## src/rtl/prog_loader.sv

```systemverilog
// prog_loader: boot-time byte-stream loader that fills instruction memory and releases the CPU once the XOR checksum matches
// Ports:
//   clk        system clock, rising edge
//   rst        synchronous reset, active-low
//   in_data    incoming byte, accepted when in_valid && in_ready
//   in_valid   in_data is valid
//   in_ready   loader can accept a byte (combinational, high in LEN/HI/LO/CHK)
//   load_req   one-cycle pulse aborting/restarting a load, wins over a same-cycle byte
//   im_we      instruction memory write strobe, one cycle per word
//   im_addr    instruction memory write address
//   im_wdata   16-bit instruction word {hi, lo}
//   cpu_hold   CPU held in reset, low only once the image is loaded and verified
//   load_done  image loaded and checksum correct
//   load_err   checksum mismatch or inter-byte timeout
//   word_count words written in the current load
module prog_loader #(
  parameter int ADDR_W  = 8,
  parameter int TIMEOUT = 65535
) (
  input  logic              clk,
  input  logic              rst,
  input  logic [7:0]        in_data,
  input  logic              in_valid,
  output logic              in_ready,
  input  logic              load_req,
  output logic              im_we,
  output logic [ADDR_W-1:0] im_addr,
  output logic [15:0]       im_wdata,
  output logic              cpu_hold,
  output logic              load_done,
  output logic              load_err,
  output logic [ADDR_W:0]   word_count
);
  localparam int TW = (TIMEOUT > 1) ? $clog2(TIMEOUT + 1) : 1;
  typedef enum logic [2:0] {S_LEN, S_HI, S_LO, S_CHK, S_DONE, S_ERR} state_t;
  state_t          r_state;
  logic [7:0]      r_hi;
  logic [7:0]      r_sum;
  logic [ADDR_W:0] r_n;
  logic [TW-1:0]   r_tmo;
  logic            w_acc;
  logic            w_run;
  logic            w_tmo;
  logic [ADDR_W:0] w_wc_next;
  assign in_ready  = (r_state == S_LEN) || w_run;
  assign w_run     = (r_state == S_HI) || (r_state == S_LO) || (r_state == S_CHK);
  assign w_acc     = in_valid && in_ready;
  assign w_wc_next = word_count + {{ADDR_W{1'b0}}, 1'b1};
  // r_tmo holds idle cycles already spent; the edge completing the TIMEOUT-th idle cycle forces ERR
  assign w_tmo     = (TIMEOUT != 0) && w_run && !w_acc && (r_tmo == TW'(TIMEOUT - 1));
  always_ff @(posedge clk) begin
    if (!rst) begin
      r_state    <= S_LEN;
      r_hi       <= '0;
      r_sum      <= '0;
      r_n        <= '0;
      r_tmo      <= '0;
      im_we      <= 1'b0;
      im_addr    <= '0;
      im_wdata   <= '0;
      cpu_hold   <= 1'b1;
      load_done  <= 1'b0;
      load_err   <= 1'b0;
      word_count <= '0;
    end else begin
      im_we <= 1'b0;
      if (load_req) begin
        r_state    <= S_LEN;
        r_sum      <= '0;
        r_tmo      <= '0;
        word_count <= '0;
        cpu_hold   <= 1'b1;
        load_done  <= 1'b0;
        load_err   <= 1'b0;
      end else begin
        if (w_run)
          r_tmo <= w_acc ? '0 : r_tmo + TW'(1);
        if (w_tmo) begin
          r_state  <= S_ERR;
          load_err <= 1'b1;
        end else if (w_acc) begin
          case (r_state)
            S_LEN: begin
              // a zero length byte means a full 2**ADDR_W word image
              r_n     <= (in_data == 8'd0) ? ((ADDR_W+1)'(1) << ADDR_W) : (ADDR_W+1)'(in_data);
              r_sum   <= in_data;
              r_tmo   <= '0;
              r_state <= S_HI;
            end
            S_HI: begin
              r_hi    <= in_data;
              r_sum   <= r_sum ^ in_data;
              r_state <= S_LO;
            end
            S_LO: begin
              r_sum      <= r_sum ^ in_data;
              im_we      <= 1'b1;
              im_wdata   <= {r_hi, in_data};
              im_addr    <= word_count[ADDR_W-1:0];
              word_count <= w_wc_next;
              r_state    <= (w_wc_next == r_n) ? S_CHK : S_HI;
            end
            S_CHK: begin
              r_state   <= (in_data == r_sum) ? S_DONE : S_ERR;
              load_done <= (in_data == r_sum);
              cpu_hold  <= (in_data != r_sum);
              load_err  <= (in_data != r_sum);
            end
            default: r_state <= r_state;
          endcase
        end
      end
    end
  end
endmodule

```

## config.mk

```make
export PLATFORM = sky130hd
export DESIGN_NAME = prog_loader
export DESIGN_NICKNAME = d
export VERILOG_FILES = /design/src/rtl/prog_loader.sv
export SDC_FILE = /design/constraint.sdc
export NUM_CORES = 1
export LEC_CHECK = 0
export ABC_CLOCK_PERIOD_IN_PS = 1980
export CAP_MARGIN = 20
export CORE_MARGIN = 2
export CORE_UTILIZATION = 30
export DETAILED_ROUTE_END_ITERATION = 8
export GPL_TIMING_DRIVEN = 1
export MAX_ROUTING_LAYER = met4
export RECOVER_POWER = 50
export SYNTH_ARGS = -nofsm -noshare
export SYNTH_HDL_FRONTEND = slang
export SYNTH_SLANG_ARGS = --single-unit
export TNS_END_PERCENT = 100
```

## constraint.sdc

```tcl
create_clock -name clk -period 1.98 [get_ports clk]
set_input_delay 0.396 -clock clk [delete_from_list [all_inputs] [get_ports clk]]
set_output_delay 0.396 -clock clk [all_outputs]
set_load 0.03 [all_outputs]
```

==> results.json, run 1 <==
{
  "clock_path_buffers": 2,
  "ant_nets": 0,
  "global_route.overflow_total": 0,
  "ys_ff_latch": 81,
  "drtIter0Drc": 202,
  "start_util_pct": 31.1,
  "layout-drive-gt1-share_pct": 11.7,
  "row_count": 40,
  "startpoint_type": "flop",
  "hold_viol": 0,
  "place_ws_ns": -0.0858,
  "finalSetupTns_ns": 0,
  "cts_buffers": 9,
  "min_period_ns": 1.91,
  "crit_chain": "clkdlybuf4s50_1",
  "hold_path.class": "reg2reg",
  "wirelength_um": 9400,
  "drc": 0,
  "seq_power_share_pct": 47.9,
  "r2r-start": "r_tmo[1]",
  "path_class": "reg2out",
  "comb_power_share_pct": 6.8,
  "outcome": "finished, final reports clean",
  "setup_slack_ns": 0.0669,
  "power.density_nw_per_um2": 697,
  "synth_most_common_cell": "nand2_1",
  "grt_max_degree": 42,
  "p_leak_nw": 1.70,
  "wl_met2_um": 4480,
  "max_slew_margin_pct": 60.2,
  "antenna_found_initial": 0,
  "yosysTopAreaCell": "dfxtp_1",
  "worstMarginPinSlew_ns": 0.597,
  "htreeDepth": 3,
  "fin_crit_sh_pct": 96.6,
  "highest_layer": "met4",
  "port_buffers": 49,
  "crit_start": "word_count[7]",
  "p_int_w": 0.00264,
  "drv_cap": 0,
  "die_area_um2": 13400,
  "r2r_cells": 6,
  "first_pass_iters": 5,
  "routabilityCongestion": 0.849,
  "netSwitchingPower_w": 0.000826,
  "yosysTopAreaCellShare_pct": 43.1,
  "dp_hpwl_um": 6940,
  "clkLatencyLatePin_ns": 0.34,
  "cpLargestDelayFamily": "buffers and inverters",
  "synth_common_cells": "nand2_1 (94), dfxtp_1 (81), nor2_1 (33)",
  "pin_count": 50,
  "fp.dieH_um": 116,
  "hold_buffers": 0,
  "die_w_um": 116,
  "rsz0062_at_grt": "false",
  "crit_path_max_fanout": 6,
  "syn_area_um2": 3760,
  "syn_nets": 464,
  "arrival_ns": 1.52,
  "vias": 3372,
  "synth_warnings": 0,
  "met3WireLength_um": 310,
  "ys_seq_area_share_pct": 43.1,
  "clock.fmax_mhz": 523,
  "nNetsFinal": 541,
  "cts_setup_buffers": 0,
  "routedWlPerCell_um": 13.5,
  "pwr-share-clk_pct": 45.3,
  "swShare_pct": 23.8,
  "diodes": 0,
  "grt_util_all_layers_pct": 15.2,
  "synthArstFlopShare_pct": 0,
  "clock_sinks": 81,
  "viasPerCell": 4.82,
  "cts_tree": "done",
  "reg2reg_to": "r_tmo[12]",
  "met1Wirelength_um": 4440,
  "cp_num_cells": 1,
  "core_area_um2": 12100,
  "critPathSlowestCell": "clkdlybuf4s50_1",
  "grt_pass1_vias": 3142,
  "hold_depth": 2,
  "cts_root_buf": "clkbuf_16",
  "synth_area_leaders": "dfxtp_1 (43%), nand2_1 (9.4%), xnor2_1 (5.6%)",
  "synth_edf_count": 0,
  "crit_path_max_incr_delay_ns": 0.72,
  "syn_inst": 449,
  "worst-r2r-setup-slack_ns": 0.20,
  "endpoint": "word_count[7]",
  "ir_worst_vdd_v": 0.000446,
  "path_buf_inv": 1,
  "grt_pass1_wl_um": 15500,
  "finClkSkew_ns": 0.00406,
  "cp.required_ns": 1.58,
  "drv_slew": 0,
  "cp-end-kind": "output pin",
  "synthToLayoutAreaGrowth_pct": 32.2,
  "finalSetupViolations": 0,
  "yosys.cell_types.count": 51,
  "syn_avg_cell_area_um2": 8.38,
  "clkSlewWorstSetupHoldPaths_ns": 0.06,
  "ys.flop_type": "dfxtp_1"
}
[power groups by stage]
stage / clock network [W] / registers (W) / logic, W
2_1_floorplan: 0 / 0.00169 / 0.000127
3_3_place_gp: 0 / 0.00170 / 0.000238
3_5_place_dp: 0 / 0.00170 / 0.000242
4_1_cts: 0.00160 / 0.00166 / 0.000243
5_1_grt: 0.00167 / 0.00166 / 0.000259
6_report: 0.00157 / 0.00166 / 0.000237
[cell usage in the layout (no fill, tap or decap), types with 8 or more instances in the layout]
cell / synthesis / routed
dfxtp_1: 81 / 81
clkdlybuf4s50_1: 0 / 39
clkbuf_16: 0 / 9
nor2_1: 33 / 33
buf_4: 0 / 32
a21oi_1: 17 / 17
nand4_1: 10 / 10
a21boi_1: 20 / 8
xnor2_1: 24 / 24
a21boi_0: 13 / 25
nand3_1: 12 / 12
xor2_1: 14 / 14
nand2_1: 94 / 94
mux2i_1: 9 / 9
o21ai_0: 17 / 17
nor2b_1: 10 / 10
[repair_timing]
item                                    in CTS  in global routing
endpoints found under the hold margin        0                  0
endpoints found under the setup margin       3                  1
resized for setup                            3                  1
[kinds of logic after synthesis]
| kind of cell | share of synthesized area, % |
|---|---|
| AO/OA/AOI/OAI | 15.0 |
| XOR/XNOR | 9.45 |
| adder cells (fa/ha/maj) | 0.998 |
| buffers and inverters | 3.23 |
| flip-flops | 43.1 |
| multiplexers | 2.69 |
| AND/OR/NAND/NOR | 25.5 |
[metal layers]
layer	vias up	global-route usage (%)
li1	1685	-
met1	1599	19.8
met2	73	23.5
met3	15	2.09
met4	0	6.43
met5	-	-
[area by class of cell]
cell class	count	area, um2
clock buffers	10	239
clock inverters	6	42.5
fillers	1257	7140
inverters	7	26.3
multi-input cells	337	2020
flip-flops and latches	81	1620
well taps	168	210
repair buffers	90	812
[sequential cells by signal, summed over array words and instances, names as in the netlist, 3 cells and up]
register    count
im_wdata       16
r_state         3
r_tmo          16
r_n             9
im_addr         8
r_hi            8
word_count      9
r_sum           8
[stage by stage]
stage               instances  util (%)  cell area (um2)  hold WS (ns)  power [W]
floorplan                 449         -             3760         0.430    0.00182
global route              699      41.0             4970         0.474    0.00359
CTS                       699      41.2             4990         0.457    0.00350
global placement          683      38.9             4710         0.446    0.00193
detailed placement        683      38.9             4710         0.448    0.00194
finish                    699      41.0             4970         0.452    0.00347
[worst min path at each step]
stage	endpoint	start	slack [ns]
floorplan	im_wdata[13]	r_hi[5]	0.43
global placement	im_wdata[15]	im_wdata[15]	0.45
detailed placement	im_addr[7]	im_addr[7]	0.45
CTS	im_addr[7]	im_addr[7]	0.46
global route	im_wdata[13]	im_wdata[13]	0.47
finish	im_addr[7]	im_addr[7]	0.45
(Power assumes the default switching activity.)
==> run 2, diff against run 1 <==
- RECOVER_POWER: 50 -> 100
==> results.json, run 2 (synthesized netlist as in run 1, its figures left out) <==
{
  "clock_path_buffers": 2,
  "pin_count": 50,
  "global_route.overflow_total": 0,
  "clock.fmax_mhz": 522,
  "htreeDepth": 3,
  "finalSetupTns_ns": 0,
  "grt_pass1_wl_um": 15500,
  "arrival_ns": 1.52,
  "critPathSlowestCell": "clkdlybuf4s50_1",
  "die_area_um2": 13400,
  "min_period_ns": 1.92,
  "path_class": "reg2out",
  "nNetsFinal": 541,
  "drv_cap": 0,
  "outcome": "finished, final reports clean",
  "port_buffers": 49,
  "cp.required_ns": 1.58,
  "seq_power_share_pct": 47.9,
  "row_count": 40,
  "crit_chain": "clkdlybuf4s50_1",
  "ir_worst_vdd_v": 0.000447,
  "power.density_nw_per_um2": 698,
  "die_w_um": 116,
  "setup_slack_ns": 0.0627,
  "hold_viol": 0,
  "mostFrequentLayoutCells": "nand2_1 (94), dfxtp_1 (81), nor2_1 (33)",
  "place_area_um2": 4710,
  "dp_hpwl_um": 6940,
  "crit_path_max_fanout": 6,
  "diodes": 0,
  "core_area_um2": 12100,
  "place_ws_ns": -0.0858,
  "cts_buffers": 9,
  "cts_setup_buffers": 0,
  "routabilityCongestion": 0.849,
  "clock_sinks": 81,
  "worstMarginPinSlew_ns": 0.587,
  "antenna_found_initial": 0,
  "viasPerCell": 4.84,
  "start_util_pct": 31.1,
  "pwr-share-clk_pct": 45.3,
  "cts_root_buf": "clkbuf_16",
  "vias": 3382,
  "netSwitchingPower_w": 0.000826,
  "crit_path_max_incr_delay_ns": 0.72,
  "swShare_pct": 23.8,
  "max_slew_margin_pct": 60.9,
  "finalSetupViolations": 0,
  "finClkSkew_ns": 0.00491,
  "cp-end-kind": "output pin",
  "cts_tree": "done",
  "hold_path.class": "reg2reg",
  "ant_nets": 0,
  "p_int_w": 0.00264,
  "wirelength_um": 9420,
  "clkSlewWorstSetupHoldPaths_ns": 0.06,
  "first_pass_iters": 4,
  "drtIter0Drc": 244,
  "report.power.total_w": 0.00347,
  "fp.dieH_um": 116,
  "clkLatencyLatePin_ns": 0.34,
  "drv_slew": 0,
  "synthToLayoutAreaGrowth_pct": 32.1,
  "grt_max_degree": 42,
  "finish.instance_area_um2": 4970,
  "p_leak_nw": 1.78,
  "startpoint_type": "flop",
  "comb_power_share_pct": 6.8,
  "rsz0062_at_grt": "false",
  "fin_crit_sh_pct": 96.8,
  "path_buf_inv": 1,
  "grt_pass1_vias": 3142,
  "reg.largest.list": "im_wdata (16), r_tmo (16)",
  "hold_buffers": 0,
  "cpLargestDelayFamily": "buffers and inverters",
  "drc": 0,
  "final_common_cell": "nand2_1",
  "layout-drive-gt1-share_pct": 11.7,
  "routedWlPerCell_um": 13.5,
  "grt_util_all_layers_pct": 15.2
}
-- run 2: cell type report --
type                            count  area [um2]
Inverter                            7        26.3
Sequential cell                    81        1620
Tap cell                          168         210
Multi-Input combinational cell    337        2020
Clock inverter                      6        42.5
Timing Repair Buffer               90         810
Fill cell                        1258        7140
Clock buffer                       10         239
-- run 2: worst paths after layout --
kind | startpoint | end | slack [ns] | depth (start not counted)
worst max-delay path | word_count[7] | word_count[7] | 0.06 | 1
worst min-delay path | im_wdata[13] | im_wdata[13] | 0.45 | 2
worst max register to register | r_tmo[1] | r_tmo[12] | 0.20 | 6
worst min register to register | im_wdata[13] | im_wdata[13] | 0.45 | 2
-- run 2: metal layers --
metal / vias to the layer above / share of wire (%) / GRT usage (%)
met3: 15 / 3.4 / 2.09
met4: 0 / 1.9 / 6.43
met1: 1606 / 47 / 19.8
li1: 1687 / - / -
met5: - / 0 / -
met2: 74 / 47 / 23.5
-- run 2: timing repair --
action | in CTS | in global routing
cloned | 0 | 0
setup endpoints to repair | 3 | 1
gates resized for setup | 3 | 1
-- run 2: power by group through the flow --
| stage | clock [W] | sequential, W | combinational [W] |
|---|---|---|---|
| finish | 0.00157 | 0.00166 | 0.000235 |
| global route | 0.00167 | 0.00166 | 0.000258 |
| CTS | 0.00160 | 0.00166 | 0.000243 |
| detailed placement | 0 | 0.00170 | 0.000242 |
| global placement | 0 | 0.00170 | 0.000238 |
| floorplan | 0 | 0.00169 | 0.000127 |
-- run 2: stage by stage --
stage | std cells | hold slack, ns | utilization (%)
3_5_place_dp | 683 | 0.448 | 38.9
5_1_grt | 699 | 0.471 | 41.0
2_1_floorplan | 449 | 0.430 | -
4_1_cts | 699 | 0.457 | 41.2
3_3_place_gp | 683 | 0.446 | 38.9
6_report | 699 | 0.453 | 41.0
==> run 3, diff against run 2 <==
- CAP_MARGIN: 20 -> 0
- CORE_ASPECT_RATIO: default -> 2
- CTS_CLUSTER_DIAMETER: default -> 30
==> results.json, run 3 (synthesized netlist as in run 1, its figures left out) <==
{
  "outcome": "finished, final reports clean",
  "power.density_nw_per_um2": 765,
  "layout-drive-gt1-share_pct": 11.5,
  "cp-end-kind": "output pin",
  "mostFrequentLayoutCells": "nand2_1 (94), dfxtp_1 (81), nor2_1 (32), dlygate4sd3_1 (32), buf_4 (30)",
  "wirelength_um": 10200,
  "row_count": 57,
  "cts_root_buf": "clkbuf_16",
  "finClkSkew_ns": 0.00625,
  "drv_cap": 0,
  "r2r-start": "r_state[0]",
  "p_leak_nw": 1.81,
  "rsz0062_at_grt": "false",
  "die_w_um": 83.2,
  "final_common_cell": "nand2_1",
  "hold_path.class": "reg2reg",
  "antenna_found_initial": 0,
  "grt_pass1_wl_um": 17200,
  "hold_depth": 2,
  "clock_sinks": 81,
  "worstMarginPinSlew_ns": 0.366,
  "multi_input_area_um2": 2010,
  "finish.instance_area_um2": 4980,
  "critPathSlowestCell": "clkdlybuf4s50_1",
  "max_slew_margin_pct": 74.9,
  "port_buffers": 49,
  "vias": 3395,
  "viasPerCell": 5.01,
  "reg.largest.list": "im_wdata (16), r_tmo (16)",
  "clkLatencyLatePin_ns": 0.33,
  "seq_area_um2": 1620,
  "worst-r2r-setup-slack_ns": 0.11,
  "path_buf_inv": 1,
  "startpoint_type": "flop",
  "min_period_ns": 1.90,
  "hold_buffers": 0,
  "fin_crit_sh_pct": 96.1,
  "cts_setup_buffers": 0,
  "ir_worst_vdd_v": 0.000535,
  "routabilityCongestion": 0.872,
  "drtIter0Drc": 166,
  "first_pass_iters": 4,
  "ant_nets": 0,
  "die_area_um2": 13500,
  "cp.required_ns": 1.58,
  "cpLargestDelayFamily": "buffers and inverters",
  "global_route.overflow_total": 0,
  "whs_ns": 0.454,
  "start_util_pct": 30.8,
  "cts_buffers": 9,
  "clkSlewWorstSetupHoldPaths_ns": 0.06,
  "clock_path_buffers": 2,
  "drc": 0,
  "dp_hpwl_um": 7860,
  "r2r_cells": 5,
  "diodes": 0,
  "pin_count": 50,
  "htreeDepth": 3,
  "min_to": "load_done",
  "cts_tree": "done",
  "min_from": "load_done",
  "crit_path_max_incr_delay_ns": 0.72,
  "fp.dieH_um": 162,
  "n_fill_cell": 1218,
  "crit_path_max_fanout": 5,
  "arrival_ns": 1.51,
  "crit_chain": "clkdlybuf4s50_1",
  "grt_util_all_layers_pct": 16.3,
  "finalSetupTns_ns": 0,
  "grt_pass1_vias": 3532,
  "nNetsFinal": 541,
  "core_area_um2": 12200,
  "hold_viol": 0,
  "clock.fmax_mhz": 525,
  "synthToLayoutAreaGrowth_pct": 32.4,
  "grt_max_degree": 43,
  "path_class": "reg2out",
  "routedWlPerCell_um": 15.0,
  "reg2reg_to": "load_err",
  "finalSetupViolations": 0,
  "place_area_um2": 4690,
  "drv_slew": 0
}
-- run 3: power by group --
| part | switching, W | total (W) | leakage, nW | internal [W] |
|---|---|---|---|---|
| clock | 0.000650 | 0.00191 | 0.166 | 0.00126 |
| sequential | 0.0000144 | 0.00166 | 0.654 | 0.00165 |
| combinational | 0.000124 | 0.000233 | 0.988 | 0.000109 |
-- run 3: per-layer routing --
layer	part of all wire [%]	up-vias	global-route usage, %
met5	0	-	-
met4	3.4	0	7.53
met3	2.8	25	3.19
met2	56	75	30.5
met1	38	1607	16.0
li1	-	1688	-
-- run 3: how the worst max path moves through the flow --
| stage | end | slack (ns) | cells past startpoint | startpoint |
|---|---|---|---|---|
| CTS | in_ready | 0.005 | 3 | r_state[2] |
| floorplan | r_state[1] | 0.12 | 6 | word_count[0] |
| detailed placement | r_n[5] | -0.17 | 7 | in_valid |
| finish | word_count[6] | 0.08 | 1 | word_count[6] |
| global placement | r_n[7] | -0.16 | 6 | in_valid |
| global route | r_tmo[12] | 0.009 | 6 | r_tmo[1] |
-- run 3: timing repair --
| item | 4_1_cts | 5_1_grt |
|---|---|---|
| cloned | 0 | 0 |
| pin swaps | 0 | 0 |
| endpoints found under the hold margin | 0 | 0 |
| setup endpoints to repair | 1 | 5 |
| resized for setup | 1 | 5 |
-- run 3: stage by stage --
step	total power [W]	setup WS [ns]	utilization (%)	cells
detailed placement	0.00194	-0.174	38.4	662
CTS	0.00385	0.00514	41.2	678
finish	0.00381	0.0767	40.8	678
global placement	0.00193	-0.160	38.4	662
global route	0.00394	0.00931	40.8	678
floorplan	0.00182	0.121	-	449
-- run 3: final cells by class --
cell class | count | area share (%)
clock buffers | 11 | 4.87
clock inverters | 5 | 2.06
inverters | 7 | 0.528
multi-input cells | 337 | 40.4
flip-flops and latches | 81 | 32.6
well taps | 147 | 3.69
repair buffers | 90 | 15.9
